$ cat config.mk
export PLATFORM = sky130hd
export DESIGN_NAME = stack_unloader
export DESIGN_NICKNAME = d
export VERILOG_FILES = /design/src/rtl/stack_unloader_pkg.sv /design/src/rtl/stack_unloader.sv
export SDC_FILE = /design/constraint.sdc
export NUM_CORES = 1
export LEC_CHECK = 0
export ABC_AREA = 1
export ABC_CLOCK_PERIOD_IN_PS = 3060
export CAP_MARGIN = 30
export CORE_MARGIN = 5
export CORE_UTILIZATION = 55
export DETAILED_ROUTE_END_ITERATION = 16
export DONT_BUFFER_PORTS = 1
export GPL_TIMING_DRIVEN = 0
export PLACE_DENSITY = 0.81
export SYNTH_ARGS = -nofsm -noshare
export SYNTH_HDL_FRONTEND = slang
export SYNTH_SLANG_ARGS = --single-unit
$ cat constraint.sdc
create_clock -name clk -period 3.06 [get_ports clk]
set_input_delay 0.153 -clock clk [delete_from_list [all_inputs] [get_ports clk]]
set_output_delay 0.153 -clock clk [all_outputs]
set_load 0.02 [all_outputs]
$ cat src/rtl/stack_unloader_pkg.sv
// Shared stack geometry and unloader FSM encoding.
// No logic of its own; imported by the unloader and anything sharing the Stack's sizing.
// Widths follow the Stack: CNT_W must hold 0..DEPTH inclusive.
package stack_unloader_pkg;

    localparam int STK_DATA_W = 8;
    localparam int STK_DEPTH  = 8;
    localparam int STK_CNT_W  = $clog2(STK_DEPTH + 1);

    typedef enum logic [2:0] {
        S_IDLE = 3'd0,
        S_POP  = 3'd1,
        S_CAPT = 3'd2,
        S_OUT  = 3'd3,
        S_DONE = 3'd4
    } unload_state_t;

endpackage

$ cat src/rtl/stack_unloader.sv
// Pops N entries (or all when count==0) from the LIFO and streams them newest-first.
// Latency: start -> first m_valid in 3 edges; at least 3 cycles per entry (POP, CAPT, OUT).
// Backpressure: OUT holds m_valid/m_data/m_last until m_ready; no further pop until handshake.
module stack_unloader
    import stack_unloader_pkg::*;
#(
    parameter int DATA_W = STK_DATA_W,
    parameter int DEPTH  = STK_DEPTH,
    parameter int CNT_W  = $clog2(DEPTH + 1)
) (
    input  logic              clk,
    input  logic              rstn,
    input  logic              start,
    input  logic [CNT_W-1:0]  count,
    input  logic              abort,
    output logic              busy,
    output logic              done,
    output logic              short,
    output logic              stk_pop,
    input  logic              stk_empty,
    input  logic [DATA_W-1:0] stk_dout,
    output logic              m_valid,
    input  logic              m_ready,
    output logic [DATA_W-1:0] m_data,
    output logic              m_last
);

    unload_state_t     state_q, state_d;
    logic [CNT_W-1:0]  remaining_q, remaining_d;
    logic              mode_all_q, mode_all_d;
    logic [DATA_W-1:0] m_data_q, m_data_d;
    logic              m_last_q, m_last_d;
    logic              m_valid_q, m_valid_d;
    logic              pop_c, done_c, short_c;

    always_ff @(posedge clk) begin
        if (!rstn) begin
            state_q     <= S_IDLE;
            remaining_q <= '0;
            mode_all_q  <= 1'b0;
            m_data_q    <= '0;
            m_last_q    <= 1'b0;
            m_valid_q   <= 1'b0;
        end else begin
            state_q     <= state_d;
            remaining_q <= remaining_d;
            mode_all_q  <= mode_all_d;
            m_data_q    <= m_data_d;
            m_last_q    <= m_last_d;
            m_valid_q   <= m_valid_d;
        end
    end

    always_comb begin
        state_d     = state_q;
        remaining_d = remaining_q;
        mode_all_d  = mode_all_q;
        m_data_d    = m_data_q;
        m_last_d    = m_last_q;
        m_valid_d   = m_valid_q;
        pop_c       = 1'b0;
        done_c      = 1'b0;
        short_c     = 1'b0;

        if (abort) begin
            // Anything already popped is dropped; the consumer never sees it.
            state_d   = S_IDLE;
            m_valid_d = 1'b0;
            m_last_d  = 1'b0;
        end else begin
            unique case (state_q)
                S_IDLE: begin
                    if (start) begin
                        remaining_d = count;
                        mode_all_d  = (count == '0);
                        state_d     = stk_empty ? S_DONE : S_POP;
                    end
                end
                S_POP: begin
                    if (!stk_empty) begin
                        pop_c   = 1'b1;
                        state_d = S_CAPT;
                    end else begin
                        state_d = S_DONE;
                    end
                end
                S_CAPT: begin
                    // stk_empty here is the post-pop flag, so it marks the entry that drained the stack.
                    m_data_d  = stk_dout;
                    m_last_d  = stk_empty | (!mode_all_q && remaining_q == CNT_W'(1));
                    m_valid_d = 1'b1;
                    if (!mode_all_q) begin
                        remaining_d = remaining_q - CNT_W'(1);
                    end
                    state_d = S_OUT;
                end
                S_OUT: begin
                    if (m_ready) begin
                        m_valid_d = 1'b0;
                        m_last_d  = 1'b0;
                        state_d   = m_last_q ? S_DONE : S_POP;
                    end
                end
                S_DONE: begin
                    done_c  = 1'b1;
                    short_c = !mode_all_q && (remaining_q != '0);
                    state_d = S_IDLE;
                end
                default: begin
                    state_d = S_IDLE;
                end
            endcase
        end
    end

    // Strobes are gated by rstn so nothing reaches the Stack during a reset cycle.
    assign stk_pop = pop_c & rstn;
    assign done    = done_c & rstn;
    assign short   = short_c & rstn;
    assign busy    = (state_q != S_IDLE);
    assign m_valid = m_valid_q;
    assign m_data  = m_data_q;
    assign m_last  = m_last_q;

endmodule
== Yosys cells after proc, flatten, opt, wreduce, memory -nomap -nowiden ==
Cells that the tools add are included.
Operators by class
  eq/ne operators: 8
  magnitude comparators: 0
  reduce and logical (&&, ||, !) cells: 15
  muxes and demuxes: 19
  $add $sub $neg: 1
  shifts and indexed selects: 0
  div/mod/pow operators: 0
  bitwise operators: 6
  $mul: 0
Operators by type and width (number)
  3-bit two-way mux: 5
  3-bit case mux with 4 select lines: 1
  1-bit two-way mux: 8
  4-bit two-way mux: 2
  4-bit case mux with 2 select lines: 1
  3-bit by 2-bit == test with 1-bit output (second input constant): 2
  2-bit inequality test (second input constant): 3
  2-bit AND reduction: 3
  4-bit by 1-bit == test with 1-bit output (second input constant): 1
  4-bit zero test: 1
  1-bit case mux with 2 select lines: 2
  4-bit AND reduction: 1
  2-bit nonzero test: 2
  4-bit nonzero test: 1
  4-bit by 1-bit subtractor with 4-bit output (second input constant): 1
  1-bit bitwise AND: 3
  3-bit by 1-bit == test with 1-bit output (second input constant): 1
  3-bit == test (second input constant): 1
  3-bit zero test: 1
  3-bit AND reduction: 1
  3-bit nonzero test: 1
  1-bit logical AND: 2
  1-bit inverter: 2
  2-bit OR reduction: 1
  other kinds (2): 2
Word-level totals
  bits of input ports: 18
  RAM bits: 0
  bits in latches: 0
  register bits after elaboration: 18
  memories: 0
  output and inout port bits: 14
  logic and storage cells: 55
  memory bits (read-only): 0

== Longest topological paths before layout ==
  depth in word-level cells: 5
  gate-level depth with buffers: 7

== Least setup slack after synthesis ==
No wires, ideal clock.
  path kind: register -> output
  start point: register state_q[1]
  end point: output short
  setup slack: 1.581 ns
  arrival: 1.326 ns
  cell stages (with the launch flop): 5
  cells stage by stage: dfxtp_1 > clkbuf_1 > nor3_1 > nand2_1 > a311oi_1
On the way
  word-level cells in the longest chain between the ends: 4
Ends and longest elaborated chain
  start: declaration: line stack_unloader.sv:28  | unload_state_t state_q, state_d;
  start signal: assignment: line stack_unloader.sv:45  | state_q <= state_d;
  3-bit == test: line stack_unloader.sv:71  | unique case (state_q)
  1-bit two-way mux: line stack_unloader.sv:71
  1-bit two-way mux: line stack_unloader.sv:65  | if (abort) begin
  1-bit bitwise AND: line stack_unloader.sv:119  | assign short = short_c & rstn;
  end: declaration: line stack_unloader.sv:18  | output logic short,
Every way passes these cells.

== Worst setup path in the final report ==
Same ends and word-level chain as after synthesis.

==> flow_metrics.env <==
export IMPL_dpl_hpwl_mm=1.67
export IMPL_maxCapViolCount=0
export IMPL_synth_seq_cells=18
export IMPL_clk_latency_ns=0.30
export IMPL_drtAntennaViolNets=0
export IMPL_r2r_end="m_data[5]"
export IMPL_cts_setup_buffers=0
export IMPL_fp_dieW_um=50.6
export IMPL_root_buffer="clkbuf_4"
export IMPL_stdcell_area_um2=975
export IMPL_yosysWarnings=0
export IMPL_die_area_um2=2560
export IMPL_dpl_cell_count=148
export IMPL_cts_inserted_buffers=3
export IMPL_end_kind="output port"
export IMPL_hold_viol_final=0
export IMPL_leakage_nw=0.391
export IMPL_rows=14
export IMPL_power_uw=452
export IMPL_arrival_ns=1.83
export IMPL_cts_tree="built"
export IMPL_relSlewSlack_pct=45.4
export IMPL_dpl_instance_area_um2=928
export IMPL_first_pass_iters=4
export IMPL_finalSetupTns_ns=0
export IMPL_period_minus_slack_ns=1.99
export IMPL_crit_path_start_kind="flop"
export IMPL_routabilityCongestion=0.924
export IMPL_crit_path_start="state_q[1]"
export IMPL_holdCritPathClass="in -> reg"
export IMPL_finalSetupViolCount=0
export IMPL_criticalPathCategory="reg -> out"
export IMPL_r2r_start="state_q[1]"
export IMPL_syn_area_um2=908
export IMPL_synthFlopType="dfxtp_1"
export IMPL_avgRoutedWirePerCell_um=14.4
export IMPL_synth_net_count=152
export IMPL_clockBufferDepth=2
export IMPL_synth_top_cells_by_count="nand2_1 (30), dfxtp_1 (18), nand3_1 (17)"
export IMPL_skew_ns=0.00267
export IMPL_via_per_inst=5.93
export IMPL_yosys_area_top_type="dfxtp_1"
export IMPL_drive_above_1_share_pct=8.76
export IMPL_crit_end="short"
export IMPL_core_um2=1540
export IMPL_grt_total_usage_pct=18.2
export IMPL_wl_mm=2.20
export IMPL_post_cts_resize_count=0
export IMPL_grt_overflow=0
export IMPL_synth_edff_count=0
export IMPL_reg2regPathDepth=4
export IMPL_synth_top_area_share_pct=39.7
export IMPL_htreeDepth=1
export IMPL_antenna_found_initial=0
export IMPL_power_density_nw_per_um2=464
export IMPL_synth_avg_cell_area_um2=6.88
export IMPL_cts_sinks=18
export IMPL_drv_slew=0
export IMPL_finalCritPeriodShare_pct=65.0
export IMPL_ys_types=22
export IMPL_ios=32
export IMPL_portBuffers=0
export IMPL_critPathMaxFanout=10
export IMPL_grt_max_degree=11
export IMPL_fmax_ghz=0.503
export IMPL_peakVddDrop_v=0.000295
export IMPL_rsz0062_at_grt="false"
export IMPL_initial_core_util_pct=58.9
export IMPL_route_detailed_drc=0
export IMPL_status="finished clean"
export IMPL_area_delta_synth_final_pct=7.30
export IMPL_yosysMostFrequentCell="nand2_1"
export IMPL_grt_pass1_wl_mm=3.61
export IMPL_die_y_um=50.6
export IMPL_layout_cells_non_filler=153
export IMPL_async_flop_share_pct=0
export IMPL_synth_cells=132
export IMPL_required_ns=2.91
export IMPL_drt_iter0_markers=26
export IMPL_nNetsFinal=158
export IMPL_netlist_top_cells_area="dfxtp_1 (40%), nand2_1 (12%), nand3_1 (9.4%), a21oi_1 (7.2%), inv_1 (5.8%)"
export IMPL_grt_pass1_vias=828
export IMPL_ys_seq_area_share_pct=39.7
export IMPL_min_path_cells=2
export IMPL_ff2ff_setup_slack_ns=1.72
export IMPL_worstMarginPinSlew_ns=0.814
export IMPL_num_vias=907
export IMPL_diodes=0
export IMPL_clk_pin_slew_worst_paths_ns=0.11
cell usage in the layout, fill, tap and decap left out:
cell type,synthesis,routed
or2_1,1,1
nand3_2,1,1
xor2_1,1,1
o21ai_0,9,9
nand2_1,30,30
nor2_2,1,1
clkbuf_1,2,2
nor4_1,1,1
inv_1,14,14
nor2_4,2,2
dlygate4sd3_1,0,1
dfxtp_1,18,18
inv_2,2,2
nand2_2,1,1
a21oi_1,13,13
nor2_1,11,11
a311oi_1,1,1
clkbuf_8,0,1
nand3_1,17,17
buf_4,1,1
ha_1,2,2
clkbuf_4,0,3
a31oi_1,2,2
nand4_1,1,1
nor3_1,1,1
cell families (layout without fill, tap and decap cells):
logic type | after synthesis | in the layout | synth area share (%)
xor+xnor | 1 | 1 | 0.964
flops | 18 | 18 | 39.7
fa+ha+maj | 2 | 2 | 2.75
simple gates | 67 | 67 | 33.9
buf+inv | 19 | 24 | 8.27
compound gates | 25 | 25 | 14.5
metal layers:
metal / vias up / routed length (um) / global-route usage (%)
met1: 409 / 866 / 21.6
li1: 441 / - / -
met4: 0 / 67 / 9.36
met2: 48 / 1040 / 28.7
met5: - / 0 / 0
met3: 9 / 225 / 6.21
report_power, final:
group          switching [mW]  total, mW  leakage, nW  internal, mW
logic                  0.0339     0.0533        0.224        0.0194
registers             0.00744      0.248        0.146         0.241
clock network          0.0783      0.151       0.0210        0.0726
total                   0.120      0.452        0.391         0.333
critical path, stage by stage, from the launching register on:
cell and delay (ns):
dfxtp_1 0.35, clkbuf_1 0.22, nor3_1 0.21, nand2_1 0.10, a311oi_1 0.65
layout make-up:
cell class,count,area [um^2]
clock buffers,4,36.3
well taps,16,20.0
plain buffers,3,15.0
multi-input cells,95,473
flip-flops and latches,18,360
repair buffers,1,10.0
inverters,16,60.1
fillers,142,567
flip-flops by register name (all words and copies together), names as in the netlist:
signal	count
remaining_q	4
state_q	3
m_data	8
m_last	1
m_valid	1
mode_all_q	1
what timing repair did:
item,in CTS,in global routing
hold buffers,1,0
endpoints found under the setup margin,0,0
hold endpoints to repair,3,0
stage by stage:
stage / setup slack [ns] / util [%] / hold slack, ns
4_1_cts: 1.06 / 63.2 / 0.00126
3_5_place_dp: 1.40 / 60.2 / 0.304
6_report: 1.07 / 63.2 / 0.000182
5_1_grt: 0.903 / 63.2 / 0.00450
2_1_floorplan: 1.58 / - / 0.289
3_3_place_gp: 1.42 / 60.2 / 0.296
how the worst min path moves through the flow:
stage                 from              to
6_report       stk_dout[2]       m_data[2]
2_1_floorplan         rstn      mode_all_q
3_5_place_dp          rstn  remaining_q[0]
4_1_cts        stk_dout[2]       m_data[2]
5_1_grt        stk_dout[1]       m_data[1]
3_3_place_gp          rstn      mode_all_q
Power figures use the tool's default switching activity.
